==> config.mk <==
export PLATFORM = sky130hd
export DESIGN_NAME = ocx_tlx_ctl_sched
export DESIGN_NICKNAME = d
export VERILOG_FILES = /design/src/rtl/ocx_tlx_pkg.sv /design/src/rtl/ocx_tlx_ctl_vc_fifo.sv /design/src/rtl/ocx_tlx_ctl_sched.sv
export SDC_FILE = /design/constraint.sdc
export NUM_CORES = 2
export LEC_CHECK = 0
export BUFFER_PORTS_ARGS = -buffer_cell sky130_fd_sc_hd__buf_2
export CAP_MARGIN = 5
export CORE_ASPECT_RATIO = 0.75
export CORE_MARGIN = 1
export CORE_UTILIZATION = 50
export DETAILED_ROUTE_END_ITERATION = 8
export PLACE_DENSITY = 0.68
export SLEW_MARGIN = 5
export SYNTH_ARGS = -nofsm -noshare
export SYNTH_HDL_FRONTEND = slang
export SYNTH_SLANG_ARGS = --single-unit
export TNS_END_PERCENT = 5
==> constraint.sdc <==
create_clock -name tlx_clk -period 18.99 [get_ports tlx_clk]
set_input_delay 1.899 -clock tlx_clk [delete_from_list [all_inputs] [get_ports tlx_clk]]
set_output_delay 1.899 -clock tlx_clk [all_outputs]
set_load 0.01 [all_outputs]
==> src/rtl/ocx_tlx_pkg.sv <==
// Shared opcodes, VC classification helpers and credit-return field positions
// for the TLX receive control scheduler.
package ocx_tlx_pkg;

  localparam logic [7:0] OPC_NOP          = 8'h00;
  localparam logic [7:0] OPC_RD_RESP      = 8'h01;
  localparam logic [7:0] OPC_RD_RESP_OW   = 8'h03;
  localparam logic [7:0] OPC_CRED_RET     = 8'h08;
  localparam logic [7:0] OPC_DMA_W        = 8'h81;
  localparam logic [7:0] OPC_DMA_W_BE     = 8'h82;
  localparam logic [7:0] OPC_DMA_PR_W     = 8'h86;
  localparam logic [7:0] OPC_ASSIGN_ACTAG = 8'hE0;
  localparam logic [7:0] OPC_INTRP_REQ_D  = 8'hE1;

  localparam int VCX_W           = 4;
  localparam int DCPX_W          = 6;
  localparam int VCX0_LO         = 8;
  localparam int DCPX0_LO        = 32;
  localparam int VCX3_LO_APOLLO  = 12;
  localparam int VCX3_LO_GEMINI  = 20;
  localparam int DCPX3_LO_APOLLO = 38;
  localparam int DCPX3_LO_GEMINI = 50;

  typedef enum logic [1:0] {VC_NONE = 2'd0, VC_0 = 2'd1, VC_1 = 2'd2} vc_e;

  function automatic vc_e vc_of(input logic [7:0] opc);
    if (opc >= 8'h20) return VC_1;
    if (opc == OPC_NOP || opc == OPC_CRED_RET) return VC_NONE;
    return VC_0;
  endfunction

  // Opcodes whose payload size comes from a dLength field
  function automatic logic has_dlen(input logic [7:0] opc);
    return (opc == OPC_RD_RESP) || (opc == OPC_RD_RESP_OW) || (opc == OPC_DMA_W);
  endfunction

  function automatic logic [2:0] flits_of(input logic [7:0] opc, input logic [1:0] dl);
    if (has_dlen(opc)) begin
      case (dl)
        2'b10:   return 3'd2;
        2'b11:   return 3'd4;
        default: return 3'd1;
      endcase
    end
    if (opc == OPC_DMA_W_BE || opc == OPC_DMA_PR_W || opc == OPC_INTRP_REQ_D) return 3'd1;
    return 3'd0;
  endfunction

endpackage

==> src/rtl/ocx_tlx_ctl_vc_fifo.sv <==
// First-word-fall-through FIFO for one virtual channel; writes to a full FIFO
// are discarded, reads of an empty FIFO are ignored.
module ocx_tlx_ctl_vc_fifo #(
  parameter int WIDTH = 59,
  parameter int DEPTH = 8
) (
  input  logic             tlx_clk,
  input  logic             reset,
  input  logic             wr_en,
  input  logic [WIDTH-1:0] wr_data,
  input  logic             rd_en,
  output logic [WIDTH-1:0] rd_data,
  output logic             full,
  output logic             empty
);
  localparam int AW = $clog2(DEPTH);

  logic [WIDTH-1:0] mem [DEPTH];
  logic [AW-1:0]    wp, rp;
  logic [AW:0]      cnt;
  logic             push, pop;

  assign full    = (cnt == (AW+1)'(DEPTH));
  assign empty   = (cnt == '0);
  assign push    = wr_en & ~full;
  assign pop     = rd_en & ~empty;
  assign rd_data = mem[rp];

  always_ff @(posedge tlx_clk) begin
    if (push) mem[wp] <= wr_data;
  end

  always_ff @(posedge tlx_clk) begin
    if (reset) begin
      wp  <= '0;
      rp  <= '0;
      cnt <= '0;
    end else begin
      if (push) wp <= wp + 1'b1;
      if (pop)  rp <= rp + 1'b1;
      case ({push, pop})
        2'b10:   cnt <= cnt + 1'b1;
        2'b01:   cnt <= cnt - 1'b1;
        default: cnt <= cnt;
      endcase
    end
  end

endmodule

==> src/rtl/ocx_tlx_ctl_sched.sv <==
// TLX receive control scheduler: classifies parsed control slots into VC0/VC1
// FIFOs, gates head release on received data flits, and accumulates DL credits.
module ocx_tlx_ctl_sched
  import ocx_tlx_pkg::*;
#(
  parameter int CMD_W             = 168,
  parameter int FIFO_DEPTH        = 8,
  parameter int CRED_W            = 8,
  parameter int GEMINI_NOT_APOLLO = 0
) (
  input  logic              tlx_clk,
  input  logic              reset,
  input  logic [CMD_W-1:0]  pars_ctl_info,
  input  logic              pars_ctl_valid,
  input  logic [55:0]       credit_return,
  input  logic              credit_return_v,
  input  logic              data_flit_v,
  input  logic              data_flit_vc,
  output logic [55:0]       ctl_vc0_bus,
  output logic              ctl_vc0_v,
  input  logic              ctl_vc0_ready,
  output logic [CMD_W-1:0]  ctl_vc1_bus,
  output logic              ctl_vc1_v,
  input  logic              ctl_vc1_ready,
  output logic [2:0]        ctl_vc0_flits,
  output logic [2:0]        ctl_vc1_flits,
  output logic [CRED_W-1:0] rcv_xmt_credit_vcx0,
  output logic [CRED_W-1:0] rcv_xmt_credit_vcx3,
  output logic [CRED_W-1:0] rcv_xmt_credit_dcpx0,
  output logic [CRED_W-1:0] rcv_xmt_credit_dcpx3,
  output logic              rcv_xmt_credit_v,
  input  logic              rcv_xmt_credit_ack,
  output logic              fifo_ovf_err,
  output logic              dlen_err
);
  localparam int VC0_W    = 56;
  localparam int CNT_W    = $clog2(4*FIFO_DEPTH) + 1;
  localparam logic [CNT_W:0] CNT_MAX = {1'b0, {CNT_W{1'b1}}};
  localparam int VCX3_LO  = GEMINI_NOT_APOLLO ? VCX3_LO_GEMINI  : VCX3_LO_APOLLO;
  localparam int DCPX3_LO = GEMINI_NOT_APOLLO ? DCPX3_LO_GEMINI : DCPX3_LO_APOLLO;

  // Stage 1: register the parser slot
  logic [CMD_W-1:0] info_q;
  logic             vld_q;

  always_ff @(posedge tlx_clk) begin
    if (reset) begin
      info_q <= '0;
      vld_q  <= 1'b0;
    end else begin
      info_q <= pars_ctl_info;
      vld_q  <= pars_ctl_valid;
    end
  end

  logic [7:0] opc;
  vc_e        vc;
  logic [1:0] dl;
  logic [2:0] flits;

  assign opc   = info_q[7:0];
  assign vc    = vc_of(opc);
  assign dl    = (opc == OPC_DMA_W) ? info_q[111:110] : info_q[27:26];
  assign flits = flits_of(opc, dl);

  // Stage 2: per-VC FIFOs carry {flits, bus}
  logic [1:0]       wr, full, empty, pop, hd_v, rdy, flit_inc;
  logic [1:0][2:0]  hd_flits;
  logic [VC0_W+2:0] vc0_dout;
  logic [CMD_W+2:0] vc1_dout;

  assign wr[0]    = vld_q & (vc == VC_0);
  assign wr[1]    = vld_q & (vc == VC_1);
  assign rdy      = {ctl_vc1_ready, ctl_vc0_ready};
  assign flit_inc = {data_flit_v & data_flit_vc, data_flit_v & ~data_flit_vc};

  ocx_tlx_ctl_vc_fifo #(.WIDTH(VC0_W+3), .DEPTH(FIFO_DEPTH)) u_vc0_fifo (
    .tlx_clk(tlx_clk), .reset(reset),
    .wr_en(wr[0]), .wr_data({flits, info_q[VC0_W-1:0]}),
    .rd_en(pop[0]), .rd_data(vc0_dout), .full(full[0]), .empty(empty[0])
  );

  ocx_tlx_ctl_vc_fifo #(.WIDTH(CMD_W+3), .DEPTH(FIFO_DEPTH)) u_vc1_fifo (
    .tlx_clk(tlx_clk), .reset(reset),
    .wr_en(wr[1]), .wr_data({flits, info_q}),
    .rd_en(pop[1]), .rd_data(vc1_dout), .full(full[1]), .empty(empty[1])
  );

  assign hd_flits[0] = vc0_dout[VC0_W +: 3];
  assign hd_flits[1] = vc1_dout[CMD_W +: 3];

  // Data flits may arrive before their command, so counts run ahead of the head
  logic [1:0][CNT_W-1:0] dcnt_q, dcnt_nxt;
  logic [1:0][CNT_W:0]   dsum;

  always_comb begin
    hd_v     = '0;
    pop      = '0;
    dsum     = '0;
    dcnt_nxt = dcnt_q;
    for (int i = 0; i < 2; i++) begin
      hd_v[i] = ~empty[i] & ((hd_flits[i] == 3'd0) | (dcnt_q[i] >= CNT_W'(hd_flits[i])));
      pop[i]  = hd_v[i] & rdy[i];
      dsum[i] = {1'b0, dcnt_q[i]} + (CNT_W+1)'(flit_inc[i])
                - (pop[i] ? (CNT_W+1)'(hd_flits[i]) : '0);
      dcnt_nxt[i] = (dsum[i] > CNT_MAX) ? CNT_MAX[CNT_W-1:0] : dsum[i][CNT_W-1:0];
    end
  end

  always_ff @(posedge tlx_clk) begin
    if (reset) dcnt_q <= '0;
    else       dcnt_q <= dcnt_nxt;
  end

  assign ctl_vc0_v     = hd_v[0];
  assign ctl_vc1_v     = hd_v[1];
  assign ctl_vc0_bus   = empty[0] ? '0 : vc0_dout[VC0_W-1:0];
  assign ctl_vc1_bus   = empty[1] ? '0 : vc1_dout[CMD_W-1:0];
  assign ctl_vc0_flits = empty[0] ? '0 : hd_flits[0];
  assign ctl_vc1_flits = empty[1] ? '0 : hd_flits[1];

  // Sticky errors; a dropped entry does not also raise dlen_err
  always_ff @(posedge tlx_clk) begin
    if (reset) begin
      fifo_ovf_err <= 1'b0;
      dlen_err     <= 1'b0;
    end else begin
      if (|(wr & full)) fifo_ovf_err <= 1'b1;
      if (|(wr & ~full) && has_dlen(opc) && dl == 2'b00) dlen_err <= 1'b1;
    end
  end

  // Credit accumulators: 0=vcx0 1=vcx3 2=dcpx0 3=dcpx3
  logic [3:0][CRED_W-1:0] acc_q, acc_nxt, cr_in;
  logic [3:0][CRED_W:0]   acc_sum;
  logic                   cred_v;
  logic                   unused_cr;

  assign unused_cr = ^credit_return;
  assign cr_in[0]  = credit_return_v ? CRED_W'(credit_return[VCX0_LO  +: VCX_W])  : '0;
  assign cr_in[1]  = credit_return_v ? CRED_W'(credit_return[VCX3_LO  +: VCX_W])  : '0;
  assign cr_in[2]  = credit_return_v ? CRED_W'(credit_return[DCPX0_LO +: DCPX_W]) : '0;
  assign cr_in[3]  = credit_return_v ? CRED_W'(credit_return[DCPX3_LO +: DCPX_W]) : '0;
  assign cred_v    = |acc_q;

  // On ack the presented values leave; this cycle's return becomes the new base
  always_comb begin
    acc_sum = '0;
    acc_nxt = acc_q;
    for (int i = 0; i < 4; i++) begin
      acc_sum[i] = {1'b0, acc_q[i]} + {1'b0, cr_in[i]};
      if (rcv_xmt_credit_ack && cred_v) acc_nxt[i] = cr_in[i];
      else if (acc_sum[i][CRED_W])      acc_nxt[i] = {CRED_W{1'b1}};
      else                              acc_nxt[i] = acc_sum[i][CRED_W-1:0];
    end
  end

  always_ff @(posedge tlx_clk) begin
    if (reset) acc_q <= '0;
    else       acc_q <= acc_nxt;
  end

  assign rcv_xmt_credit_vcx0  = acc_q[0];
  assign rcv_xmt_credit_vcx3  = acc_q[1];
  assign rcv_xmt_credit_dcpx0 = acc_q[2];
  assign rcv_xmt_credit_dcpx3 = acc_q[3];
  assign rcv_xmt_credit_v     = cred_v;

endmodule

* Word-level counts from Yosys, hierarchy flattened
Memory sizes are Yosys's and may differ from the RTL's. A register that Yosys moved wholly into a read port is not among the register bits.
Cells that the tools add are included.
** Word-level totals
- Logic and storage cells :: 143
- Bits in registers :: 235
- Memories kept :: 2
- Bits of input ports :: 233
- Memory bits (writable) :: 1840
** Memory list
- u_vc1_fifo.mem :: words 8, width 171, read ports 1, clocked after Yosys merged registers in 1, write ports 1, line ocx_tlx_ctl_vc_fifo.sv:18 : logic [WIDTH-1:0] mem [DEPTH];
- u_vc0_fifo.mem :: words 8, width 59, read ports 1, clocked after Yosys merged registers in 1, write ports 1, line ocx_tlx_ctl_vc_fifo.sv:18
** Cells by class
- Bitwise logic cells :: 22
- $lt $le $gt $ge :: 5
- Mux-type cells :: 46
- Eq/ne operators :: 17
- Reductions and logical operators :: 19
- $add $sub $neg :: 16
** Operators with widths (count)
- $mux 168 :: 1
- $mux 8 :: 8
- $mux 56 :: 1
- $mux 3 :: 12
- $eq 8x8->1 const B :: 4
- $reduce_or 32->1 :: 1
- $mux 6 :: 4
- $add 8x4->9 :: 2
- $add 8x6->9 :: 2
- $pmux 4 s2 :: 2
- $add 6x1->7 :: 2
- $gt 7x6->1 const B :: 2
- $sub 7x3->7 :: 2
- $add 3x1->3 const B :: 4
- $and 1x1->1 :: 12
- $ge 6x3->1 :: 2
- $eq 2x2->1 const B :: 5
- $mux 1 :: 10
- $mux 2 :: 5
- $add 4x1->4 const B :: 2
- $eq 4x4->1 const B :: 2
- $eq 8x1->1 const B :: 1
- $eq 8x2->1 const B :: 1
- $eq 8x4->1 const B :: 1
- 17 further kinds :: 37

* Logic depth before layout (Yosys ltp)
- Depth after elaboration :: 12
- Depth in mapped cells :: 20
- Mapped depth without buffers :: 18

* Hierarchy
A second synthesis with hierarchy kept.
** Unflattened totals
- Cells, all modules :: 3866
- Area, all modules :: 80123.1 sq um
** By module, submodules not included
- ocx_tlx_ctl_vc_fifo at u_vc1_fifo :: cells each 2050, area an instance 51988.6 sq um, instances 1
- ocx_tlx_ctl_vc_fifo at u_vc0_fifo :: cells each 756, area an instance 18337.6 sq um, instances 1
- ocx_tlx_ctl_sched :: cells each 1060, area an instance 9796.9 sq um, instances 1

* Worst setup path after synthesis
OpenSTA, ideal clock, no wires.
- Path type :: reg2reg
- Start :: register info_q[6]
- End :: memory u_vc1_fifo.mem[0][0] (netlist bit) (enable)
- Path buffers :: 0
- Required time :: 18.079 ns
- Stages on the path, launching flop included :: 6
- Setup slack :: 5.367 ns
- Period minus slack after synthesis :: 13.623 ns
- Arrival time :: 12.712 ns
- Library setup time :: 0.911 ns
- Cells stage by stage :: dfxtp_1 > or3_1 > nand2_1 > a21oi_1 > nand2b_1 > nor3_1
** Between the ends
- Longest elaborated chain between the ends :: 11
** Ends and longest elaborated chain
- start, declared :: line ocx_tlx_ctl_sched.sv:43 : logic [CMD_W-1:0] info_q;
- start signal, assigned :: line ocx_tlx_ctl_sched.sv:51 : info_q <= pars_ctl_info;
- $eq 8x4->1 / $logic_not 8->1 (equally long branches) :: line ocx_tlx_pkg.sv:28 : if (opc == OPC_NOP || opc == OPC_CRED_RET) return VC_NONE;
- $logic_or 1x1->1 :: line ocx_tlx_pkg.sv:28
- $mux 1 (2 in a row) :: line ocx_tlx_pkg.sv:28
- $mux 2 :: line ocx_tlx_pkg.sv:29 : return VC_0;
- $mux 2 * :: line ocx_tlx_pkg.sv:28
- $eq 2x2->1 * :: line ocx_tlx_ctl_sched.sv:73 : assign wr[1] = vld_q & (vc == VC_1);
- $and 1x1->1 * :: line ocx_tlx_ctl_sched.sv:73
- $and 1x1->1 * :: line ocx_tlx_ctl_vc_fifo.sv:25 : assign push = wr_en & ~full;
- $mux 1 * :: line ocx_tlx_ctl_vc_fifo.sv:30 : if (push) mem[wp] <= wr_data;
- $mux 1 (implied by the code) * :: line ocx_tlx_ctl_vc_fifo.sv:30
- end, declared :: line ocx_tlx_ctl_vc_fifo.sv:18
Every way passes the cells marked *; elsewhere a longest branch is shown, timed or not. The select of a mux whose other input is x is not followed.

==> flow_summary_export.csv <==
group,metric,value,unit
status,status,"complete, no violations",
pwr,netSwitchingFraction,25.1,%
drt,routed_via_density,5.68,
synth,syn_inst,3855,
global_route,grt_pass1_wl,255000,um
synth,synth_ff_type,"edfxtp_1",
die,num_rows,125,
place,dpl_cell_area,83700,um^2
final_layout,layout.area.seq,60100,um^2
setup_path,arrival,6.05,ns
timing,setup_viol,0,
synth,syn-num-nets,4154,
pwr,clkPwrFrac,36.4,%
setup_path,required,17.09,ns
timing,drv_slew,0,
clocking,clkLatencyLatePin,0.82,ns
pwr,power_frac_seq,48.5,%
clocking,root_buffer,"clkbuf_16",
setup_path,critPathKind,"reg2out",
timing,fmax,0.126,GHz
timing,worst_slew_pin_slew,1.10,ns
pwr,powerDensity,118,nW/um^2
final_layout,areaGrowthSynthToFinish,14.3,%
synth,synth_cell_types,59,
flow_run,maxCapViolCount,0,
place,place_hpwl,92900,um
synth,synth_top_cell_by_area,"edfxtp_1",
die,io_pins,500,
clocking,numCtsBuffers,192,
global_route,antenna_found_initial,15,
worst_hold_path,holdCritPathClass,"reg2reg",
timing,hold_viol,0,
clocking,postCtsSetupRepairBufs,0,
synth,syn_area,78800,um^2
timing,relSlewSlack,26.9,%
drt,dr.pass1.iters,5,
drt,drt_drc_violations_left,0,
pwr,power_frac_comb,15.1,%
timing,timing.final.crit_share,41.8,%
final_layout,multiInputGateArea,17900,um^2
synth,synth.top_cell.area_share,70.1,%
synth,synth_edf_count,1840,
timing,setup_tns,0,ns
synth,yosysMostFrequentCell,"edfxtp_1",
die,start_util,50.6,%
clocking,cts_buffer_depth,3,
clocking,cts_num_sinks,2081,
drt,drt_iter0_markers,3158,
drt,wl_per_cell,25.8,um
global_route,gr-total-overflow,0,
final_layout,fin_nets,4696,
clocking,clk_pin_slew,0.06,ns
final_layout,fillers,11300,
pwr,p_int,7.94,mW
global_route,grt_pass1_vias,39200,
die,design.core.area,156000,um^2
clocking,cts_tree,"built",
final_layout,final_cell_area,90100,um^2
synth,synth_warnings,0,
die,die_w,460,um
synth,synth-async-reset-ratio,0,%
die,die-area,159000,um^2
setup_path,crit_path_max_fanout,45,
place,gp_congestion,0.761,
pwr,p_leak,29.4,nW
synth,synth_common_cells,"1840 x edfxtp_1, 460 x mux4_2, 289 x nor2_1",
global_route,grt_max_degree,123,
global_route,grt_usage,21.8,%
synth,avgSynthCellArea,20.4,um^2
drt,ant_nets,0,
pwr,power.switching,2.66,mW
synth,yosysSeqAreaShare,76.2,%
final_layout,drive_gt1_share,28.7,%
place,port_buffers,463,
drt,drt_wl_total,172000,um
clocking,cts-hold-fix-buffers,0,
timing,rsz0062_at_grt,"false",
die,dieHeight,346,um
clocking,cts_resized,0,
timing,final.setup_skew,0.0266,ns
drt,via_count,37900,
synth,synth_area_leaders,"edfxtp_1 70%, mux4_2 13%, dfxtp_1 6.1%, mux2i_1 2.9%, nor2b_1 1.5%",
clocking,htreeDepth,4,
setup_path,cp-end-kind,"output pin",
pwr,ir_drop,0.0000989,V
synth,ys_ff_latch,2081,
timing,fin_crit,7.95,ns
setup_path,cp-start-kind,"flop",
[flip-flops by register name, indices dropped and copies added, names as in the netlist, named ones only]
name	cells
u_vc1_fifo.mem	1368
u_vc1_fifo.cnt	4
u_vc1_fifo.wp	3
rcv_xmt_credit_vcx3	8
u_vc0_fifo.mem	472
fifo_ovf_err	1
dcnt_q	12
vld_q	1
u_vc0_fifo.cnt	4
info_q	168
u_vc0_fifo.wp	3
dlen_err	1
rcv_xmt_credit_dcpx3	8
rcv_xmt_credit_dcpx0	8
u_vc1_fifo.rp	3
u_vc0_fifo.rp	3
rcv_xmt_credit_vcx0	8
[cells in the final DEF (no fill, tap or decap), types with 63 or more instances in the layout]
cell type / count
dfxtp_1: 235
buf_2: 462
edfxtp_1: 1840
clkbuf_1: 63
nor2b_1: 188
mux4_2: 460
buf_4: 68
clkbuf_16: 194
mux2i_1: 227
nor2_1: 282
[path summary, 6_finish.rpt]
check / start / cells past startpoint / slack [ns] / end
hold / removal: dlen_err$_SDFFE_PP0P_ / 2 / 0.46 / dlen_err$_SDFFE_PP0P_
hold reg to reg: dlen_err$_SDFFE_PP0P_ / 2 / 0.46 / dlen_err$_SDFFE_PP0P_
setup reg to reg: flop / 20 / 12.29 / dcnt_q[0]$_SDFF_PP0_
setup / recovery: flop / 8 / 11.04 / ctl_vc1_bus[93]
[critical path, stage by stage, from the launching register on]
cell and delay (ns):
dfxtp_4 0.85, buf_4 0.82, buf_4 0.78, buf_4 0.84, buf_4 0.75, mux4_2 0.59, mux2i_1 0.15, nor2_1 0.12
buf_2 0.22
[power groups by stage]
stage / Combinational, mW / Clock (mW) / Sequential (mW)
final: 1.60 / 3.86 / 5.15
after detailed placement: 1.63 / 0 / 5.25
after global placement: 1.62 / 0 / 5.24
after CTS: 1.63 / 3.94 / 5.15
after floorplan: 1.10 / 0 / 5.20
after global routing: 1.74 / 4.11 / 5.16
[layer usage]
metal / global-route usage, % / up-vias / wire length (um)
met5: 0 / - / 11
met4: 6.22 / 2 / 4050
met3: 3.34 / 218 / 9630
met2: 35.2 / 1117 / 84200
met1: 30.9 / 20000 / 74100
li1: - / 16500 / -
[layout make-up]
class | count | share of cell area, %
Tap cell | 2095 | 2.91
Inverter | 45 | 0.188
Timing Repair Buffer | 536 | 3.26
Clock inverter | 85 | 1.08
Multi-Input combinational cell | 1541 | 19.9
Antenna cell | 8 | 0.0222
Clock buffer | 276 | 5.94
Sequential cell | 2081 | 66.7
[through the flow]
| stage | util (%) | hold WS (ns) | setup slack, ns | instances | total power [mW] |
|---|---|---|---|---|---|
| after floorplan | - | 0.462 | 5.37 | 3855 | 6.30 |
| after global placement | 53.8 | 0.439 | 11.61 | 6298 | 6.86 |
| after detailed placement | 53.8 | 0.452 | 11.56 | 6298 | 6.88 |
| after CTS | 57.9 | 0.464 | 10.67 | 6659 | 10.7 |
| after global routing | 57.9 | 0.472 | 10.39 | 6663 | 11.0 |
| final | 57.9 | 0.463 | 11.04 | 6667 | 10.6 |
[cell families (layout without fill, tap and decap cells)]
logic type	count (synthesis)	count (layout)	share of synthesized area [%]
compound gates	132	132	1.05
xor+xnor	27	27	0.300
fa+ha+maj	66	66	1.12
buf+inv	233	942	1.23
flops	2081	2081	76.2
mux	696	696	16.2
other cells	0	8	0
simple gates	620	620	3.89
(Power assumes the default switching activity.)
